`src/rtl/ram_cmd_pkg.sv`:
```
// Shared command format, opcodes, arbiter states and owner tags for RAM access.
package ram_cmd_pkg;

   localparam int unsigned OP_W   = 2;
   localparam int unsigned DATA_W = 8;
   localparam int unsigned CMD_W  = OP_W + DATA_W;

   localparam logic [OP_W-1:0] OP_WR_ADDR = 2'b00;
   localparam logic [OP_W-1:0] OP_WR_DATA = 2'b01;
   localparam logic [OP_W-1:0] OP_RD_ADDR = 2'b10;
   localparam logic [OP_W-1:0] OP_RD_CMD  = 2'b11;

   localparam logic OWNER_SPI  = 1'b0;
   localparam logic OWNER_HOST = 1'b1;

   typedef struct packed {
      logic [OP_W-1:0]   op;
      logic [DATA_W-1:0] payload;
   } ram_cmd_t;

   typedef enum logic [1:0] {
      IDLE      = 2'd0,
      LOCK_SPI  = 2'd1,
      LOCK_HOST = 2'd2,
      WAIT_RD   = 2'd3
   } arb_state_t;

   // Address-phase opcodes open (or refresh) a lock on the RAM.
   function automatic logic is_lock_op(input logic [OP_W-1:0] op);
      return (op == OP_WR_ADDR) || (op == OP_RD_ADDR);
   endfunction

endpackage

```
`src/rtl/ram_access_arbiter_spi_cmd_buffer.sv`:
```
// One-entry holding buffer for SPI commands that cannot issue on arrival.
module spi_cmd_buffer
   import ram_cmd_pkg::*;
(
   input  logic             clk,
   input  logic             rst,
   input  logic [CMD_W-1:0] wr_data,
   input  logic             wr_en,
   input  logic             drain,
   output logic [CMD_W-1:0] data,
   output logic             valid,
   output logic             overflow_c
);

   // A write only lands when the slot is free or being emptied this cycle.
   assign overflow_c = wr_en & valid & ~drain;

   always_ff @(posedge clk) begin
      if (rst) begin
         valid <= 1'b0;
         data  <= '0;
      end else if (wr_en && (!valid || drain)) begin
         valid <= 1'b1;
         data  <= wr_data;
      end else if (drain) begin
         valid <= 1'b0;
      end
   end

endmodule

```
`src/rtl/ram_access_arbiter.sv`:
```
// Arbitrates the single-port RAM between the SPI slave and the host port,
// holding address/data pairs atomic and steering read data back to its requester.
module ram_access_arbiter
   import ram_cmd_pkg::*;
#(
   parameter int unsigned LOCK_TIMEOUT = 64,
   parameter int unsigned CNT_W        = $clog2(LOCK_TIMEOUT)
) (
   input  logic              clk,
   input  logic              rst,
   input  logic [CMD_W-1:0]  spi_rx_data,
   input  logic              spi_rx_valid,
   output logic [DATA_W-1:0] spi_tx_data,
   output logic              spi_tx_valid,
   input  logic [CMD_W-1:0]  host_cmd,
   input  logic              host_valid,
   output logic              host_ready,
   output logic [DATA_W-1:0] host_rd_data,
   output logic              host_rd_valid,
   output logic [CMD_W-1:0]  ram_din,
   output logic              ram_rx_valid,
   input  logic [DATA_W-1:0] ram_dout,
   input  logic              ram_tx_valid,
   input  logic              status_clr,
   output logic              spi_overflow,
   output logic              lock_timeout
);

   arb_state_t       state, state_nxt;
   logic [CNT_W-1:0] cnt, cnt_nxt;
   logic             owner, owner_nxt;

   logic             buf_valid;
   logic [CMD_W-1:0] buf_data;
   logic             buf_drain;
   logic             overflow_c;

   ram_cmd_t         issue_cmd;
   logic             issue;
   logic             issue_src;
   logic             live_issue;
   logic             host_xfer;
   logic             route_spi;
   logic             route_host;
   logic             timeout_evt;
   logic             cnt_clr;
   logic             cnt_max;

   assign host_ready = ~rst & (((state == IDLE) & ~buf_valid & ~spi_rx_valid) |
                               (state == LOCK_HOST));
   assign host_xfer  = host_valid & host_ready;
   assign cnt_max    = (cnt == CNT_W'(LOCK_TIMEOUT - 1));

   spi_cmd_buffer u_spi_buf (
      .clk        (clk),
      .rst        (rst),
      .wr_data    (spi_rx_data),
      .wr_en      (spi_rx_valid & ~live_issue),
      .drain      (buf_drain),
      .data       (buf_data),
      .valid      (buf_valid),
      .overflow_c (overflow_c)
   );

   always_ff @(posedge clk) begin
      if (rst) begin
         state <= IDLE;
         cnt   <= '0;
         owner <= OWNER_SPI;
      end else begin
         state <= state_nxt;
         cnt   <= cnt_nxt;
         owner <= owner_nxt;
      end
   end

   // Source selection, lock transitions and timeout.
   always_comb begin
      state_nxt   = state;
      owner_nxt   = owner;
      issue       = 1'b0;
      issue_src   = OWNER_SPI;
      issue_cmd   = '0;
      live_issue  = 1'b0;
      buf_drain   = 1'b0;
      route_spi   = 1'b0;
      route_host  = 1'b0;
      timeout_evt = 1'b0;
      cnt_clr     = 1'b0;

      case (state)
         IDLE, LOCK_SPI: begin
            if (buf_valid) begin
               issue     = 1'b1;
               issue_cmd = buf_data;
               buf_drain = 1'b1;
            end else if (spi_rx_valid) begin
               issue      = 1'b1;
               issue_cmd  = spi_rx_data;
               live_issue = 1'b1;
            end else if (host_xfer) begin
               issue     = 1'b1;
               issue_cmd = host_cmd;
               issue_src = OWNER_HOST;
            end
         end
         LOCK_HOST: begin
            if (host_xfer) begin
               issue     = 1'b1;
               issue_cmd = host_cmd;
               issue_src = OWNER_HOST;
            end
         end
         WAIT_RD: begin
            if (ram_tx_valid) begin
               route_spi  = (owner == OWNER_SPI);
               route_host = (owner == OWNER_HOST);
               state_nxt  = IDLE;
            end
         end
         default: state_nxt = IDLE;
      endcase

      if (issue) begin
         if (is_lock_op(issue_cmd.op)) begin
            state_nxt = (issue_src == OWNER_HOST) ? LOCK_HOST : LOCK_SPI;
            cnt_clr   = 1'b1;
         end else if (issue_cmd.op == OP_RD_CMD) begin
            state_nxt = WAIT_RD;
            owner_nxt = issue_src;
            cnt_clr   = 1'b1;
         end else begin
            state_nxt = IDLE;
         end
      end

      // Returned read data takes precedence over an expiring wait.
      if ((state != IDLE) && cnt_max && !(state == WAIT_RD && ram_tx_valid)) begin
         state_nxt   = IDLE;
         timeout_evt = 1'b1;
      end

      if ((state == IDLE) || cnt_clr || (state_nxt == IDLE)) begin
         cnt_nxt = '0;
      end else begin
         cnt_nxt = cnt + CNT_W'(1);
      end
   end

   always_ff @(posedge clk) begin
      if (rst) begin
         ram_din       <= '0;
         ram_rx_valid  <= 1'b0;
         spi_tx_data   <= '0;
         spi_tx_valid  <= 1'b0;
         host_rd_data  <= '0;
         host_rd_valid <= 1'b0;
         spi_overflow  <= 1'b0;
         lock_timeout  <= 1'b0;
      end else begin
         ram_din       <= issue ? issue_cmd : '0;
         ram_rx_valid  <= issue;
         spi_tx_data   <= route_spi ? ram_dout : '0;
         spi_tx_valid  <= route_spi;
         host_rd_data  <= route_host ? ram_dout : '0;
         host_rd_valid <= route_host;
         spi_overflow  <= overflow_c  | (spi_overflow & ~status_clr);
         lock_timeout  <= timeout_evt | (lock_timeout & ~status_clr);
      end
   end

endmodule

```
`config.mk`:
```
export PLATFORM = sky130hd
export DESIGN_NAME = ram_access_arbiter
export DESIGN_NICKNAME = d
export VERILOG_FILES = /design/src/rtl/ram_cmd_pkg.sv /design/src/rtl/ram_access_arbiter_spi_cmd_buffer.sv /design/src/rtl/ram_access_arbiter.sv
export SDC_FILE = /design/constraint.sdc
export NUM_CORES = 1
export LEC_CHECK = 0
export BUFFER_PORTS_ARGS = -buffer_cell sky130_fd_sc_hd__buf_2
export CORE_MARGIN = 3
export CORE_UTILIZATION = 45
export CTS_CLUSTER_DIAMETER = 40
export CTS_CLUSTER_SIZE = 40
export DETAILED_ROUTE_END_ITERATION = 12
export HOLD_SLACK_MARGIN = 0.12
export MAX_ROUTING_LAYER = met4
export PLACE_DENSITY = 0.7
export SLEW_MARGIN = 20
export SYNTH_ARGS = -nofsm -noshare
export SYNTH_HDL_FRONTEND = slang
export SYNTH_SLANG_ARGS = --single-unit
export TNS_END_PERCENT = 5
```
`constraint.sdc`:
```
create_clock -name clk -period 1.8 [get_ports clk]
set_input_delay 0.18 -clock clk [delete_from_list [all_inputs] [get_ports clk]]
set_output_delay 0.18 -clock clk [all_outputs]
set_load 0.05 [all_outputs]
```
# --- After elaboration in Yosys (flattened, before gate mapping) ---
# Index checks and enable logic that the tools add are counted.
totals:
  reg_bits: 51
  latch_bits: 0
  mem_bits_rw: 0
  rom_bits: 0
  inputBits: 34
  out_inout_bits: 32
  elab_cells: 97
  mem_count: 0
op_classes:
  add_sub_neg: 1
  mul: 0
  div: 0
  magnitude_cmp: 0
  n_eq_ne: 6
  n_shift: 0
  n_mux: 33
  bitwise: 23
  reduce_logical: 21
op_table:
  columns: ["cell", "n"]
  rows:
  - ["$mux W10", 3]
  - ["$mux W1", 20]
  - ["$pmux W10 S2", 1]
  - ["$mux W2", 7]
  - ["$not A1 Y1", 11]
  - ["$reduce_or A2 Y1", 5]
  - ["$and A1 B1 Y1", 9]
  - ["$eq A2 B2 Y1 const B", 4]
  - ["$add A6 B1 Y6 const B", 1]
  - ["$eq A6 B6 Y1 const B", 1]
  - ["$logic_not A2 Y1", 3]
  - ["$logic_and A1 B1 Y1", 4]
  - ["$logic_or A1 B1 Y1", 4]
  - ["$pmux W1 S2", 2]
  - ["$reduce_bool A2 Y1", 2]
  - ["$or A1 B1 Y1", 3]
  - ["$reduce_and A3 Y1", 1]
  - ["$eq A2 B1 Y1 const B", 1]
  - ["$logic_not A1 Y1", 2]

# --- Depth between registers and ports, before layout ---
logic_depth:
  depth_word: 18
  ltp_mapped: 7
  mapped_depth_nobuf: 6

# --- By module ---
# From an unflattened synthesis, not the netlist that was laid out.
hier_totals:
  hier_cells: 222
  hier_area_um2: 2179.6
modules_own_cells:
  columns: ["module", "n_inst", "cells_each", "area_per_inst_um2", "seq_area_each_um2"]
  rows:
  - ["ram_access_arbiter", 1, 173, 1664.1, 800.8]
  - ["spi_cmd_buffer", 1, 49, 515.5, 220.2]

# --- Worst setup path after synthesis ---
# No wires, ideal clock.
synth_timing:
  kind: "register -> output"
  start: "register state[1]"
  end: "output port host_ready"
  arrival_time_ns: 1.691
  t_required_ns: 1.620
  slack_ns: -0.071
  path_stages_with_launch: 4
  path_buffers: 1
  path_cell_list: "dfxtp_1 -> buf_2 -> nor2_1 -> nor3_1"
synth_via:
  elab_chain_len: 5
  word_cells_on_any_way: 6
  classes_between: "eq/ne: 1; bitwise: 4; reduce/logical: 1"
synth_rtl:
  columns: ["element", "line_no", "source"]
  rows:
  - ["from (decl)", "ram_access_arbiter.sv:29", "arb_state_t state, state_nxt;"]
  - ["from (signal assigned)", "ram_access_arbiter.sv:71", "state <= state_nxt;"]
  - ["$logic_not A2 Y1", "ram_access_arbiter.sv:49", "assign host_ready = ~rst & (((state == IDLE) & ~buf_valid & ~spi_rx_valid) |"]
  - ["$and A1 B1 Y1 (2 in series)", "ram_access_arbiter.sv:49", null]
  - ["$or A1 B1 Y1 (*)", "ram_access_arbiter.sv:49", null]
  - ["$and A1 B1 Y1 (*)", "ram_access_arbiter.sv:49", null]
  - ["to (decl)", "ram_access_arbiter.sv:17", "output logic host_ready,"]
# Mark *: on every way between the ends. The rest lies on a longest branch, timed or not.

# --- Worst setup path after layout ---
layout_timing:
  start: "register u_spi_buf.valid"
  end: "register cnt[2]"
layout_via:
  elab_chain_len: 18
  word_cells_on_any_way: 33
  classes_between: "eq/ne: 2; mux: 19; bitwise: 6; reduce/logical: 6"
layout_rtl:
  columns: ["element", "line_no", "source"]
  rows:
  - ["from (decl)", "ram_access_arbiter_spi_cmd_buffer.sv:11", "output logic valid,"]
  - ["from (signal assigned)", "ram_access_arbiter_spi_cmd_buffer.sv:20", "valid <= 1'b0;"]
  - ["from (signal assigned)", "ram_access_arbiter_spi_cmd_buffer.sv:23", "valid <= 1'b1;"]
  - ["from (signal assigned)", "ram_access_arbiter_spi_cmd_buffer.sv:26", "valid <= 1'b0;"]
  - ["$not A1 Y1", "ram_access_arbiter.sv:49", null]
  - ["$and A1 B1 Y1 (2 in series)", "ram_access_arbiter.sv:49", null]
  - ["$or A1 B1 Y1", "ram_access_arbiter.sv:49", null]
  - ["$and A1 B1 Y1", "ram_access_arbiter.sv:49", null]
  - ["$and A1 B1 Y1", "ram_access_arbiter.sv:51", "assign host_xfer = host_valid & host_ready;"]
  - ["$mux W10", "ram_access_arbiter.sv:101, ram_access_arbiter.sv:108", null]
  - ["$mux W10", "ram_access_arbiter.sv:97", "end else if (spi_rx_valid) begin"]
  - ["$mux W10", "ram_access_arbiter.sv:93", "if (buf_valid) begin"]
  - ["$pmux W10 S2", "ram_access_arbiter.sv:91", "case (state)"]
  - ["$eq A2 B2 Y1, or another cell as far along", "ram_access_arbiter.sv:128", "end else if (issue_cmd.op == OP_RD_CMD) begin"]
  - ["$mux W2 or $logic_or A1 B1 Y1 (tied branches)", "ram_access_arbiter.sv:128, ram_cmd_pkg.sv:30", null]
  - ["$mux W2", "ram_access_arbiter.sv:125", "if (is_lock_op(issue_cmd.op)) begin"]
  - ["$mux W2", "ram_access_arbiter.sv:124", "if (issue) begin"]
  - ["$mux W2", "ram_access_arbiter.sv:138", "if ((state != IDLE) && cnt_max && !(state == WAIT_RD && ram_tx_valid)) begin"]
  - ["$logic_not A2 Y1", "ram_access_arbiter.sv:143", "if ((state == IDLE) || cnt_clr || (state_nxt == IDLE)) begin"]
  - ["$logic_or A1 B1 Y1 (*)", "ram_access_arbiter.sv:143", null]
  - ["$reduce_or A2 Y1 (no source line) (*)", null, null]
  - ["to (signal assigned)", "ram_access_arbiter.sv:72", "cnt <= cnt_nxt;"]
  - ["to (decl)", "ram_access_arbiter.sv:30", "logic [CNT_W-1:0] cnt, cnt_nxt;"]
# Marks and branches as above.
# A chain may end at the register's enable or synchronous reset.

==> qor.log <==
qor: timing.worst_slew_pin_slew 564 ps
qor: setup_path.r2r_setup_slk 160 ps
qor: logic_synthesis.synth_flop_cell dfxtp_1
qor: routing.post_drt_wl_per_cell 13.4 um
qor: cts.cts.sink_count 51
qor: placement.io_buffer_count 65
qor: routing.num_vias 1704
qor: logic_synthesis.synth.area.top_cells dfxtp_1 52%, a21oi_1 6.1%, and2_1 5.4%, nor2_1 5.3%, mux2i_1 5.1%
qor: run.max_cap_violations 0
qor: power.p_leak 1.24 nW
qor: setup_path.critical_path.cell_chain o21bai_1 -> and2_1 -> o31ai_1 -> and4_1 -> nor4_1
qor: logic_synthesis.synth.largest_area_cell dfxtp_1
qor: logic_synthesis.yosysMostFrequentCell dfxtp_1
qor: run_status.status finished, final reports clean
qor: logic_synthesis.yosysWarningCount 0
qor: global_route.number_of_global_route_vias_before_repair 1578
qor: routing.first_pass_drt_iterations 4
qor: routing.drt_first_iter_violations 79
qor: timing.final_min_period_over_clock_period 0.913
qor: timing.final.min_clock_period 1640 ps
qor: setup_path.critPathCaptureType flop
qor: placement.dp.final_hpwl 3120 um
qor: cells_and_area.post_route_cells_drive_above_1_share 0.317
qor: placement.pre_cts_ws 76.9 ps
qor: timing.timing.slew.headroom 0.623
qor: timing.setup_ws_post_layout 157 ps
qor: logic_synthesis.synth.yosys.seq_area_share 0.517
qor: timing.finalSetupViolCount 0
qor: die.die_width 72.3 um
qor: worst_hold_path.hold_class input port to flop
qor: cts.clock_tree_from_tritoncts done
qor: setup_path.timing.setup.critical_path_class flop to flop
qor: logic_synthesis.syn_std_cell_area 1980 um2
qor: setup_path.cp-start-kind flop
qor: cells_and_area.finish.net_count 327
qor: cts.clock_tree.htree_level_count 2
qor: routing.via_per_inst 4.97
qor: timing.totalNegativeSetupSlack 0 ps
qor: cells_and_area.num_antenna_cells 0
qor: routing.routed_wirelength 4600 um
qor: global_route.grt_first_pass_wirelength 7360 um
qor: timing.report.final.hold_viol_count 0
qor: cts.postCtsSetupBuffers 0
qor: worst_hold_path.hold-path-cell-count 3
qor: cts.clk_pin_slew_worst_paths 90 ps
qor: logic_synthesis.share_of_async_settable_or_async_resettable_flops_after_synthesis 0
qor: setup_path.path_buf_inv 0
qor: setup_path.critical_path_arrival 1830 ps
qor: setup_path.timing.rr.start u_spi_buf.valid
qor: worst_hold_path.hold_end u_spi_buf.data[1]
qor: logic_synthesis.synth_largest_type_area_fraction 0.517
qor: die.die_outline_height 72.3 um
qor: setup_path.required 1990 ps
qor: power.pwr_density_cell 884 nW/um2
qor: setup_path.crit_slowest_cell dfxtp_2
qor: cts.clockBufferDepth 2
qor: timing.max_freq 0.609 GHz
qor: global_route.grt_start_max_net_pins 23
qor: global_route.globalRouteTotalUtil 0.184
qor: setup_path.cpLargestDelayFamily simple AND/OR/NAND/NOR gates
qor: die.initial_utilization 0.480
qor: setup_path.ff2ff_path_depth 5
qor: setup_path.path_max_fanout 7
qor: power.peakVddDrop 415 uV
qor: timing.grt_setup_unrepaired no
qor: global_route.grt-ovfl-total 0
qor: die.placement_rows 23
qor: global_route.initial_antenna_violation_count 0
qor: die.core_area 4120 um2
qor: routing.number_of_nets_with_antenna_violations_after_routing 0
qor: cts.worst_skew_pair.late_latency 310 ps
qor: cells_and_area.area_delta_synth_final 34.3%
qor: worst_hold_path.hold_path.startpoint spi_rx_data[1]
qor: timing.clock-skew-final 10.1 ps
qor: logic_synthesis.number_of_standard_cells_after_synthesis 208
qor: die.dieArea 5220 um2
qor: die.io_pins 66
qor: setup_path.worst_path_largest_cell_delay 400 ps
qor: logic_synthesis.mappedNetlistNets 243
qor: logic_synthesis.yosys_register_bits 51
qor: logic_synthesis.count_of_flip_flops_with_a_built_in_enable_after_synthesis 0
qor: cts.cts_buffers 5
qor: cts.cts_root_buffer clkbuf_8
qor: placement.globalplace.congestion 0.881
qor: logic_synthesis.post_synth_most_frequent_cells 51 x dfxtp_1, 28 x nor2_1, 24 x a21oi_1
qor: setup_path.rr_endpoint cnt[2]
qor: logic_synthesis.post_synth_num_cell_types 36
qor: timing.slew_violations 0
qor: logic_synthesis.mean_post_synth_cell_area 9.50 um2
qor: routing.drcViolationCount 0
==> worst max path at each step <==
stage / from / end / slack (ps) / depth (start not counted)
3_3_place_gp: spi_rx_valid / cnt[3] / 140 / 6
5_1_grt: u_spi_buf.valid / cnt[2] / 10 / 5
4_1_cts: u_spi_buf.valid / cnt[2] / 80 / 6
6_report: u_spi_buf.valid / cnt[2] / 160 / 5
2_1_floorplan: u_spi_buf.valid / cnt[1] / 310 / 6
3_5_place_dp: spi_rx_valid / cnt[2] / 80 / 6
==> cell usage in the layout (no fill, tap or decap), types with 3 or more instances in the layout <==
cell type and count:
nand3b_1 8, a21oi_1 23, nand2_1 19, dfxtp_1 50, nor4_1 4, buf_4 8
o211ai_1 3, nand3_1 3, buf_2 65, nor2_1 27, clkbuf_8 5, dlygate4sd3_1 15
and2_1 17, xnor2_1 3, mux2i_1 10
==> routing by layer <==
layer,part of all wire,routed length [um],vias up,track usage
li1,-,-,872,-
met1,0.45,2060,757,0.228
met2,0.45,2060,66,0.280
met4,0.022,102,0,0.0835
met3,0.081,372,9,0.0512
met5,0,0,-,-
==> metrics by stage <==
step / cell area [um2] / hold WS [ps] / cells / utilization / total power [mW]
floorplan: 1980 / 302 / 208 / - / 1.42
global placement: 2370 / 392 / 320 / 0.577 / 1.52
detailed placement: 2370 / 395 / 320 / 0.577 / 1.52
CTS: 2640 / 122 / 343 / 0.641 / 2.35
global route: 2650 / 126 / 343 / 0.645 / 2.44
finish: 2650 / 128 / 343 / 0.645 / 2.34
==> power breakdown <==
part	internal [mW]	leakage, nW	total [mW]	switching, mW
sequential	1.16	0.413	1.17	0.0141
clock	0.419	0.0548	0.816	0.397
combinational	0.141	0.771	0.354	0.213
==> layout make-up <==
type / instances / area, um2
fillers: 341 / 1460
clock inverters: 3 / 46.3
repair buffers: 88 / 536
well taps: 50 / 62.6
clock buffers: 5 / 68.8
flip-flops and latches: 51 / 1020
multi-input cells: 144 / 910
inverters: 2 / 7.51
==> flip-flops by register name (all words and copies together), names as in the netlist <==
| name | flops |
|---|---|
| spi_tx_valid | 1 |
| ram_rx_valid | 1 |
| state | 2 |
| spi_tx_data | 8 |
| u_spi_buf.data | 10 |
| u_spi_buf.valid | 1 |
| spi_overflow | 1 |
| owner | 1 |
| ram_din | 10 |
| host_rd_valid | 1 |
| lock_timeout | 1 |
| cnt | 6 |
| host_rd_data | 8 |
==> cell families (layout without fill, tap and decap cells) <==
| group | count (synthesis) | count (layout) | synth area share |
|---|---|---|---|
| AO/OA/AOI/OAI | 36 | 36 | 0.109 |
| adder cells (fa/ha/maj) | 1 | 1 | 0.00633 |
| flip-flops | 51 | 51 | 0.517 |
| AND/OR/NAND/NOR | 92 | 92 | 0.263 |
| buffers and inverters | 13 | 98 | 0.0317 |
| multiplexers | 10 | 10 | 0.0507 |
| XOR/XNOR | 5 | 5 | 0.0222 |
==> tightest hold or removal path: stages <==
cell and delay (ps):
buf_2 90, mux2i_1 60, nor2_1 70
==> repair_timing <==
action	4_1_cts	5_1_grt
hold buffers	15	0
endpoints found under the setup margin	0	6
gates resized for setup	0	4
hold endpoints to repair	23	0
Power figures use the tool's default switching activity.
